**src/rtl/fft_seq_ctrl.sv**
```systemverilog
// rtl/fft_seq_ctrl.sv - address/control sequencer for an in-place 32-point radix-2 DIT FFT
// Walks 5 stages x 16 butterflies: read pair, wait BF_LAT-1, write pair back to the same addresses.
module fft_seq_ctrl #(
  parameter int BF_LAT = 1
) (
  input  logic       clk,
  input  logic       rst,
  input  logic       start,
  output logic       busy,
  output logic       done,
  output logic [4:0] ram_addra,
  output logic [4:0] ram_addrb,
  output logic       ram_ena,
  output logic       ram_enb,
  output logic       bf_load,
  output logic [3:0] tw_idx,
  output logic [2:0] stage
);

  typedef enum logic [1:0] {S_IDLE, S_RD, S_WAIT, S_WR} state_e;

  localparam logic [2:0] WAIT_INIT = (BF_LAT > 1) ? 3'(BF_LAT - 2) : 3'd0;

  state_e     state_q, state_d;
  logic [2:0] stage_q, stage_d;
  logic [3:0] k_q, k_d;
  logic [2:0] wait_q, wait_d;
  logic       done_q, done_d;

  always_ff @(posedge clk or posedge rst) begin
    if (rst) begin
      state_q <= S_IDLE;
      stage_q <= 3'd0;
      k_q     <= 4'd0;
      wait_q  <= 3'd0;
      done_q  <= 1'b0;
    end else begin
      state_q <= state_d;
      stage_q <= stage_d;
      k_q     <= k_d;
      wait_q  <= wait_d;
      done_q  <= done_d;
    end
  end

  always_comb begin
    state_d = state_q;
    stage_d = stage_q;
    k_d     = k_q;
    wait_d  = wait_q;
    done_d  = 1'b0;
    case (state_q)
      S_IDLE: begin
        if (start) begin
          state_d = S_RD;
          stage_d = 3'd0;
          k_d     = 4'd0;
        end
      end
      S_RD: begin
        if (BF_LAT == 1) begin
          state_d = S_WR;
        end else begin
          state_d = S_WAIT;
          wait_d  = WAIT_INIT;
        end
      end
      S_WAIT: begin
        if (wait_q == 3'd0) state_d = S_WR;
        else                wait_d  = wait_q - 3'd1;
      end
      S_WR: begin
        if (k_q != 4'd15) begin
          k_d     = k_q + 4'd1;
          state_d = S_RD;
        end else if (stage_q != 3'd4) begin
          stage_d = stage_q + 3'd1;
          k_d     = 4'd0;
          state_d = S_RD;
        end else begin
          state_d = S_IDLE;
          done_d  = 1'b1;
        end
      end
      default: state_d = S_IDLE;
    endcase
  end

  // Butterfly k of stage s pairs a and a+2^s inside groups of 2^(s+1) words.
  logic [4:0] k_ext, span, pos, addr_a, addr_b;
  logic [3:0] tw;
  logic       active;

  always_comb begin
    k_ext  = {1'b0, k_q};
    span   = 5'd1 << stage_q;
    pos    = k_ext & (span - 5'd1);
    addr_a = ((k_ext >> stage_q) << (stage_q + 3'd1)) | pos;
    addr_b = addr_a + span;
    tw     = pos[3:0] << (3'd4 - stage_q);
  end

  assign active    = (state_q != S_IDLE);
  assign busy      = active;
  assign done      = done_q;
  assign ram_addra = active ? addr_a : 5'd0;
  assign ram_addrb = active ? addr_b : 5'd0;
  assign tw_idx    = active ? tw : 4'd0;
  assign bf_load   = (state_q == S_RD);
  assign ram_ena   = (state_q == S_WR);
  assign ram_enb   = (state_q == S_WR);
  assign stage     = stage_q;

endmodule
```
**config.mk**
```make
export PLATFORM = sky130hd
export DESIGN_NAME = fft_seq_ctrl
export DESIGN_NICKNAME = d
export VERILOG_FILES = /design/src/rtl/fft_seq_ctrl.sv
export SDC_FILE = /design/constraint.sdc
export NUM_CORES = 1
export LEC_CHECK = 0
export BUFFER_PORTS_ARGS = -buffer_cell sky130_fd_sc_hd__buf_2
export CORE_MARGIN = 2
export CORE_UTILIZATION = 60
export CTS_CLUSTER_SIZE = 25
export DETAILED_ROUTE_END_ITERATION = 12
export GPL_TIMING_DRIVEN = 0
export PLACE_DENSITY = 0.88
export SYNTH_ARGS = -nofsm -noshare
export SYNTH_HDL_FRONTEND = slang
export SYNTH_SLANG_ARGS = --single-unit
```
**constraint.sdc**
```tcl
create_clock -name clk -period 9.2 [get_ports clk]
set_input_delay 0.92 -clock clk [delete_from_list [all_inputs] [get_ports clk]]
set_output_delay 0.92 -clock clk [all_outputs]
set_load 0.03 [all_outputs]
```
==> impl_metrics.yaml, run 1 <==
timing:
  fmaxAchievable_ghz: 0.214
  setup_viol: 0
  slew_headroom_pct: 56.1
  finalHoldViolations: 0
  skew_ps: 6.69
  fin_setup_tns_ps: 0
  post-route-period-util_pct: 50.8
  max_slew.worst_pin.slew_ps: 650
  drv_slew: 0
  whs_ps: 489
  min_period_ps: 4670
  rsz0062_at_grt: "false"
cts:
  insertion_delay_ps: 290
  clkSinkCount: 13
  postCtsResizedCells: 0
  holdBufCountCts: 0
  cts_buffers: 3
  clockBufferDepth: 2
  clkTransAtPathRegs_ps: 90
  post-cts-setup-buffers: 0
  cts_tree: "built"
  root_buffer: "clkbuf_4"
  htreeDepth: 1
floorplan:
  core_mm2: 0.00219
  die_area_mm2: 0.00270
  dieHeight_um: 52.0
  start_util_pct: 63.0
  die-width_um: 52.0
  ios: 25
  rows: 17
placed_design:
  port_buffers: 24
  dpl-instance-area_mm2: 0.00154
  routabilityCongestion: 0.940
  hpwl_mm: 2.72
critical_path:
  crit_path_start_kind: "flip-flop"
  worstSetupPathType: "reg -> out"
  cp_cell_sequence: "inv_1, ha_1, buf_2, inv_1, nor4_1, a21oi_1, o21ai_0, ha_1, a21oi_1, a21oi_1, or3_1, mux2i_1, buf_2"
  end_kind: "output pin"
  crit_top_cell: "a21oi_1"
  worstPathMaxFanout: 10
  crit_slowest_cell: "dfrtp_1"
  arrival_ps: 3750
  cp_data_required_time_ps: 8280
  max_stage_delay_ps: 570
route:
  route.detailed.drc: 0
  wl_per_cell_um: 15.2
  drt_iter0_drc: 31
  route.antenna.remaining_nets: 0
  num_vias: 1351
  viasPerCell: 6.03
  drt-total-wl_mm: 3.41
  dr.pass1.iters: 4
synth:
  ys_seq_area_share_pct: 23.6
  synthesis.instances: 168
  synth_warnings: 0
  synth_nets: 191
  postSynthAreaPerCell_um2: 8.21
  mappedNetlistArea_mm2: 0.00138
  dominantRegCellSynth: "dfrtp_1"
  synth-edff-count: 0
  ys_seq_elements: 13
  async_flop_share_pct: 100
  synth.distinct_cells: 44
final_layout:
  fillCellCount: 194
  area_growth_pct: 13.2
  diodes: 0
  final_cell_mix: "buf_2, inv_1, ha_1"
  drive_gt1_share_pct: 19.4
  mostFrequentLayoutCell: "buf_2"
  num-nets-final: 220
  design_area_mm2: 0.00156
power_and_ir_drop:
  p_int_uw: 73.6
  power_frac_clock_pct: 39.0
  switchingPower_uw: 22.7
  power_frac_comb_pct: 1.6
  p_seq_share_pct: 59.3
  powerDensity_mw_per_mm2: 61.6
  power_leakage_uw: 0.000834
  switching_share_pct: 23.5
  ir_drop_v: 0.0000535
job:
  drv_cap: 0
grt:
  grt_pass1_vias: 1316
  grt_start_max_net_pins: 14
  gr-total-overflow: 0
  grtUsageTotal_pct: 28.8
  grt_pass1_wl_mm: 5.82
  antenna_found_initial: 0
outcome:
  run_status: "completed"
worst_hold_path:
  hp-class: "reg -> reg"
==> power groups by stage <==
stage                     combinational, uW  clock, uW  sequential, uW
after floorplan                       0.871          0            58.2
after global placement                 1.59          0            58.2
after detailed placement               1.64          0            58.2
after CTS                              1.64       38.6            57.1
after global routing                   1.88       41.1            57.1
final                                  1.58       37.6            57.1
==> final cells by class <==
| class | count | area (um^2) | share of cell area [%] |
|---|---|---|---|
| multi-input combinational | 128 | 931 | 59.6 |
| sequential | 13 | 325 | 20.8 |
| timing repair buffer | 24 | 120 | 7.69 |
| inverter | 19 | 71.3 | 4.56 |
| buffer | 8 | 52.6 | 3.36 |
| tap | 28 | 35.0 | 2.24 |
| clock buffer | 3 | 22.5 | 1.44 |
| clock inverter | 1 | 5.00 | 0.320 |
==> metal layers <==
layer | global-route usage (%) | up-vias | share of wire [%]
met5 | 0 | - | 0
met4 | 8.33 | 0 | 1.6
met3 | 4.31 | 7 | 4.6
met2 | 50.0 | 47 | 50
met1 | 36.6 | 641 | 44
li1 | - | 656 | -
==> synth_stat cells (all sizes together) (4+ instances only) <==
master	count	area (um^2)
ha	19	238
inv	19	71.3
dfrtp	13	325
o21ai	12	60.1
a21oi	11	55.1
nor2	10	37.5
nand2	9	33.8
buf	7	48.8
nor3	6	30.0
nor2b	5	31.3
nand3	4	20.0
xor2	4	35.0
==> critical path: cells and delay by family (launching register included) <==
family                     cells  cell delay, ps
DFF                            1             570
and+or+nand+nor                2             640
AOI/OAI and AO/OA              4             690
adders and majority gates      2             660
muxes                          1             130
buffers and inverters          4             770
==> cells by family after synthesis <==
kind of cell | Yosys count | synth area share (%)
buffers and inverters | 27 | 8.97
AND/OR/NAND/NOR | 49 | 18.6
AO/OA/AOI/OAI | 50 | 24.1
adder cells (fa/ha/maj) | 20 | 18.7
XOR/XNOR | 6 | 3.81
multiplexers | 3 | 2.27
flip-flops | 13 | 23.6
==> worst paths after layout <==
check                           cells past startpoint  slack, ps           end  startpoint
worst max-delay path                               13       4530  ram_addrb[4]    stage[0]
worst min-delay path                                1        490     wait_q[0]   wait_q[0]
worst max register to register                      6       6990      stage[0]    stage[0]
worst min register to register                      1        490     wait_q[0]   wait_q[0]
max in group asynchronous                           2       8210    state_q[0]         rst
min in group asynchronous                           2        640          done         rst
==> flip-flops by register name, summed over array words and instances (netlist names) <==
register and flops:
done 1, k_q 4, stage 3, state_q 2, wait_q 3
==> stage by stage <==
stage | setup WS [ps] | instances | power, uW | util, %
final | 4530 | 224 | 96.2 | 71.3
after global routing | 4330 | 224 | 100 | 71.3
after CTS | 4570 | 224 | 97.3 | 71.3
after detailed placement | 4900 | 220 | 59.9 | 70.1
after global placement | 5070 | 220 | 59.8 | 70.1
after floorplan | 4990 | 168 | 59.1 | -
No activity file was read; power rests on OpenSTA's default activity.
==> inputs of run 2 (changes only) <==
- CORE_UTILIZATION: 60 -> 56
- PLACE_DENSITY: 0.88 -> 0.83
- clock period: 9.2 -> 4.8 ns (I/O delays scaled with it)
==> run 2 against run 1 <==
Compared with the run above:
- critical path type unchanged
- clock-buffer cell count is 1 higher
- sequential share of layout area hardly changed
- worst hold slack worse by 280 ps
- final cell count stayed put
- largest power group unchanged
- core utilization is 2.7 points lower
- first-iteration DRC count rose by 94%
- via count shrank 1.9%
==> impl_metrics.yaml, run 2 (synthesis gave the netlist of run 1 again) <==
final_layout:
  diodes: 0
  largest_reg_flops: 4
  fillCellCount: 181
  final_cell_mix: "buf_2, inv_1, ha_1"
  drive_gt1_share_pct: 18.9
  postLayoutCoreUtil_pct: 68.6
  num-nets-final: 220
  mostFrequentLayoutCell: "buf_2"
  area_growth_pct: 13.1
  largest_register: "k_q"
timing:
  finalHoldViolations: 0
  fmaxAchievable_ghz: 0.239
  skew_ps: 0.749
  post-route-period-util_pct: 87.0
  fin_setup_tns_ps: 0
  min_period_ps: 4180
  slew_headroom_pct: 43.3
  rsz0062_at_grt: "false"
  drv_slew: 0
  setup_viol: 0
  max_slew.worst_pin.slew_ps: 840
floorplan:
  dieHeight_um: 53.6
  rows: 17
  ios: 25
  start_util_pct: 60.6
  die_area_mm2: 0.00288
  core_mm2: 0.00228
  die-width_um: 53.6
route:
  route.detailed.drc: 0
  drt-total-wl_mm: 3.28
  wl_per_cell_um: 14.6
  route.antenna.remaining_nets: 0
  drt_iter0_drc: 60
  num_vias: 1325
  viasPerCell: 5.92
  dr.pass1.iters: 4
cts:
  htreeDepth: 1
  clockBufferDepth: 2
  root_buffer: "clkbuf_4"
  clkTransAtPathRegs_ps: 70
  postCtsResizedCells: 0
  insertion_delay_ps: 280
  holdBufCountCts: 0
  post-cts-setup-buffers: 0
  cts_tree: "built"
  clkSinkCount: 13
  cts_buffers: 3
power_and_ir_drop:
  power_leakage_uw: 0.000832
  switchingPower_uw: 35.9
  power_frac_comb_pct: 1.6
  switching_share_pct: 20.1
  power_frac_clock_pct: 36.9
  p_int_uw: 142
  ir_drop_v: 0.000205
  p_seq_share_pct: 61.4
  powerDensity_mw_per_mm2: 114
critical_path:
  crit_slowest_cell: "o41ai_1"
  crit_path_start_kind: "flip-flop"
  cp_cell_sequence: "inv_1, ha_1, buf_2, o41ai_1, fa_1, nand3_1, and3_1, or3_1, mux2i_1, buf_2"
  crit_top_cell: "buf_2"
  r2r_slack_ps: 2570
  cp_data_required_time_ps: 4320
  end_kind: "output pin"
  arrival_ps: 3700
  worstSetupPathType: "reg -> out"
  reg2regPathDepth: 6
  worstPathMaxFanout: 10
  max_stage_delay_ps: 810
  worst_r2r_endpoint: "stage[0]"
  r2r-start: "stage[0]"
grt:
  gr-total-overflow: 0
  grt_pass1_wl_mm: 5.69
  grt_start_max_net_pins: 14
  grtUsageTotal_pct: 27.3
  antenna_found_initial: 0
  grt_pass1_vias: 1229
worst_hold_path:
  hp-class: "in -> async"
placed_design:
  hpwl_mm: 2.56
  routabilityCongestion: 0.890
  port_buffers: 24
job:
  drv_cap: 0
outcome:
  run_status: "completed"
run 2: cell types whose count changed in the layout (fill, tap and decap cells not counted), sizes merged:
cell	delta
clkbuf	+1
clkinv	-1
run 2: layout make-up:
cell class / count / area (um^2) / area share [%]
multi-input cells: 128 / 931 / 59.6
flip-flops and latches: 13 / 325 / 20.8
repair buffers: 24 / 120 / 7.69
inverters: 19 / 71.3 / 4.57
plain buffers: 8 / 52.6 / 3.37
well taps: 28 / 35.0 / 2.24
clock buffers: 4 / 26.3 / 1.68
run 2: power groups by stage:
stage	sequential [uW]	combinational, uW	clock, uW
after global routing	109	3.57	72.3
after floorplan	112	1.67	0
after detailed placement	112	3.17	0
after global placement	112	2.95	0
after CTS	109	3.12	67.8
final	109	2.93	65.8
run 2: layer usage:
layer  GRT usage, %  vias to the layer above  part of all wire [%]  routed length (um)
met4           7.26                        0                  0.95                  31
met5              0                        -                     0                   0
li1               -                      652                     -                   -
met2           47.1                       38                    49                1590
met3           6.39                        7                   4.4                 143
met1           33.9                      628                    46                1510
run 2: critical path: cells and delay by family (launching register included):
kind                     cells  cell delay, ps
AO/OA/AOI/OAI                1             810
adder cells (fa/ha/maj)      2             700
buffers and inverters        3             630
AND/OR/NAND/NOR              3             600
flip-flops                   1             560
multiplexers                 1             130
run 2: worst max path at each step:
stage              from      endpoint  cells past startpoint
6_report       stage[0]  ram_addrb[4]                     10
5_1_grt        stage[0]  ram_addrb[4]                     10
4_1_cts        stage[0]  ram_addrb[4]                     10
3_5_place_dp   stage[0]  ram_addrb[4]                     10
3_3_place_gp   stage[0]  ram_addrb[4]                     10
2_1_floorplan  stage[0]  ram_addrb[4]                      9
run 2: metrics by stage:
step	hold WS, ps	instance area, um^2	total power [uW]	std cells	worst slack [ps]
2_1_floorplan	357	1380	113	168	1030
3_3_place_gp	461	1540	115	220	1060
5_1_grt	248	1560	185	224	347
4_1_cts	221	1560	180	224	662
3_5_place_dp	467	1540	115	220	981
6_report	208	1560	178	224	623
==> inputs of run 3 (changes only) <==
- CORE_UTILIZATION: 56 -> 58
- CTS_BUF_LIST: default -> sky130_fd_sc_hd__clkbuf_4
- PLACE_DENSITY: 0.83 -> 0.86
- RECOVER_POWER: default -> 50
==> run 3 against run 2 <==
Compared with the run above:
- cell area fell by 0.48%
- via count up 1.9%
- combinational power up 2%
- die area decreased by 3.2%
- largest power group unchanged
==> impl_metrics.yaml, run 3 (synthesis gave the netlist of run 1 again) <==
outcome:
  run_status: "completed"
timing:
  rsz0062_at_grt: "false"
  drv_slew: 0
  post-route-period-util_pct: 85.4
  finalHoldViolations: 0
  fin_setup_tns_ps: 0
  setup_viol: 0
  fmaxAchievable_ghz: 0.244
  slew_headroom_pct: 48.0
  skew_ps: 7.98
  max_slew.worst_pin.slew_ps: 770
  min_period_ps: 4100
worst_hold_path:
  hp-class: "in -> async"
route:
  met1Wirelength_mm: 1.41
  wl_per_cell_um: 14.6
  drt_iter0_drc: 44
  highest_layer: "met4"
  route.detailed.drc: 0
  viasPerCell: 6.03
  num_vias: 1350
  wl_met2_mm: 1.62
  drt-total-wl_mm: 3.27
  dr.pass1.iters: 4
  route.antenna.remaining_nets: 0
  wl_met3_um: 158
critical_path:
  end_kind: "output pin"
  cp_data_required_time_ps: 4320
  arrival_ps: 3620
  crit_path_start_kind: "flip-flop"
  worstSetupPathType: "reg -> out"
  reg2regPathDepth: 7
  worstPathMaxFanout: 10
final_layout:
  area_growth_pct: 12.6
  fillCellCount: 204
  largest_register: "k_q"
  design_area_mm2: 0.00155
  diodes: 0
  drive_gt1_share_pct: 15.8
  num-nets-final: 220
  largest_reg_flops: 4
  final_cell_mix: "buf_2, inv_1, ha_1"
  mostFrequentLayoutCell: "buf_2"
placed_design:
  hpwl_mm: 2.57
  port_buffers: 24
  routabilityCongestion: 0.999
  dpl-instance-area_mm2: 0.00154
cts:
  post-cts-setup-buffers: 0
  htreeDepth: 1
  clockBufferDepth: 2
  root_buffer: "clkbuf_4"
  insertion_delay_ps: 280
  cts_buffers: 3
  clkTransAtPathRegs_ps: 80
  holdBufCountCts: 0
  cts_tree: "built"
  clkSinkCount: 13
  postCtsResizedCells: 0
floorplan:
  start_util_pct: 61.8
  die_area_mm2: 0.00279
  rows: 17
  die-width_um: 52.8
  core_mm2: 0.00223
  ios: 25
  dieHeight_um: 52.8
grt:
  grt_pass1_vias: 1195
  grtUsageTotal_pct: 26.2
  grt_start_max_net_pins: 14
  gr-total-overflow: 0
  grt_pass1_wl_mm: 5.41
  antenna_found_initial: 0
power_and_ir_drop:
  power_leakage_uw: 0.000811
  ir_drop_v: 0.000124
  powerDensity_mw_per_mm2: 120
job:
  drv_cap: 0
run 3: cell types whose count changed in the layout (fill, tap and decap cells not counted):
cell	before	now
buf_2	27	21
clkbuf_4	3	4
buf_4	3	2
clkbuf_1	2	8
run 3: final cells by class:
cell class | instances | area, um^2 | share of cell area [%]
clock buffer | 4 | 30.0 | 1.93
multi-input combinational | 128 | 931 | 59.9
buffer | 8 | 48.8 | 3.14
tap | 28 | 35.0 | 2.25
sequential | 13 | 325 | 20.9
timing repair buffer | 24 | 113 | 7.25
inverter | 19 | 71.3 | 4.59
run 3: per-stage QoR:
step	setup slack, ps	util (%)	hold WS, ps	cells	power, uW
3_5_place_dp	1010	68.7	468	220	115
2_1_floorplan	1030	-	357	168	113
3_3_place_gp	1150	68.7	464	220	115
6_report	702	69.6	207	224	187
5_1_grt	472	69.6	260	224	191
4_1_cts	702	70.1	220	224	187
run 3: final timing paths:
kind,startpoint,end,slack [ps]
min reg2reg,wait_q[0],wait_q[0],480
min in group clk,wait_q[0],wait_q[0],480
max,stage[0],ram_addrb[4],700
min,rst,state_q[1],210
max reg2reg,stage[0],k_q[3],2630
max in group asynchronous,rst,stage[1],4240
run 3: metal layers:
metal  GRT usage (%)  vias up
met2            44.4       51
li1                -      655
met1            33.4      633
met4            11.1        0
met5               0        -
met3            3.14       11
run 3: report_power, final:
group,total [uW],internal (uW),switching [uW]
Sequential,109,109,0
Combinational,2.99,0.618,2.38
Clock,74.5,37.9,36.6
run 3: worst max-delay path, cell delays in order, from the launching register on:
cell	delay (ps)
dfrtp_1	530
inv_1	210
ha_1	330
buf_2	190
o41ai_1	760
fa_1	370
nand3_1	110
and3_1	190
or3_1	310
mux2i_1	140
buf_2	210
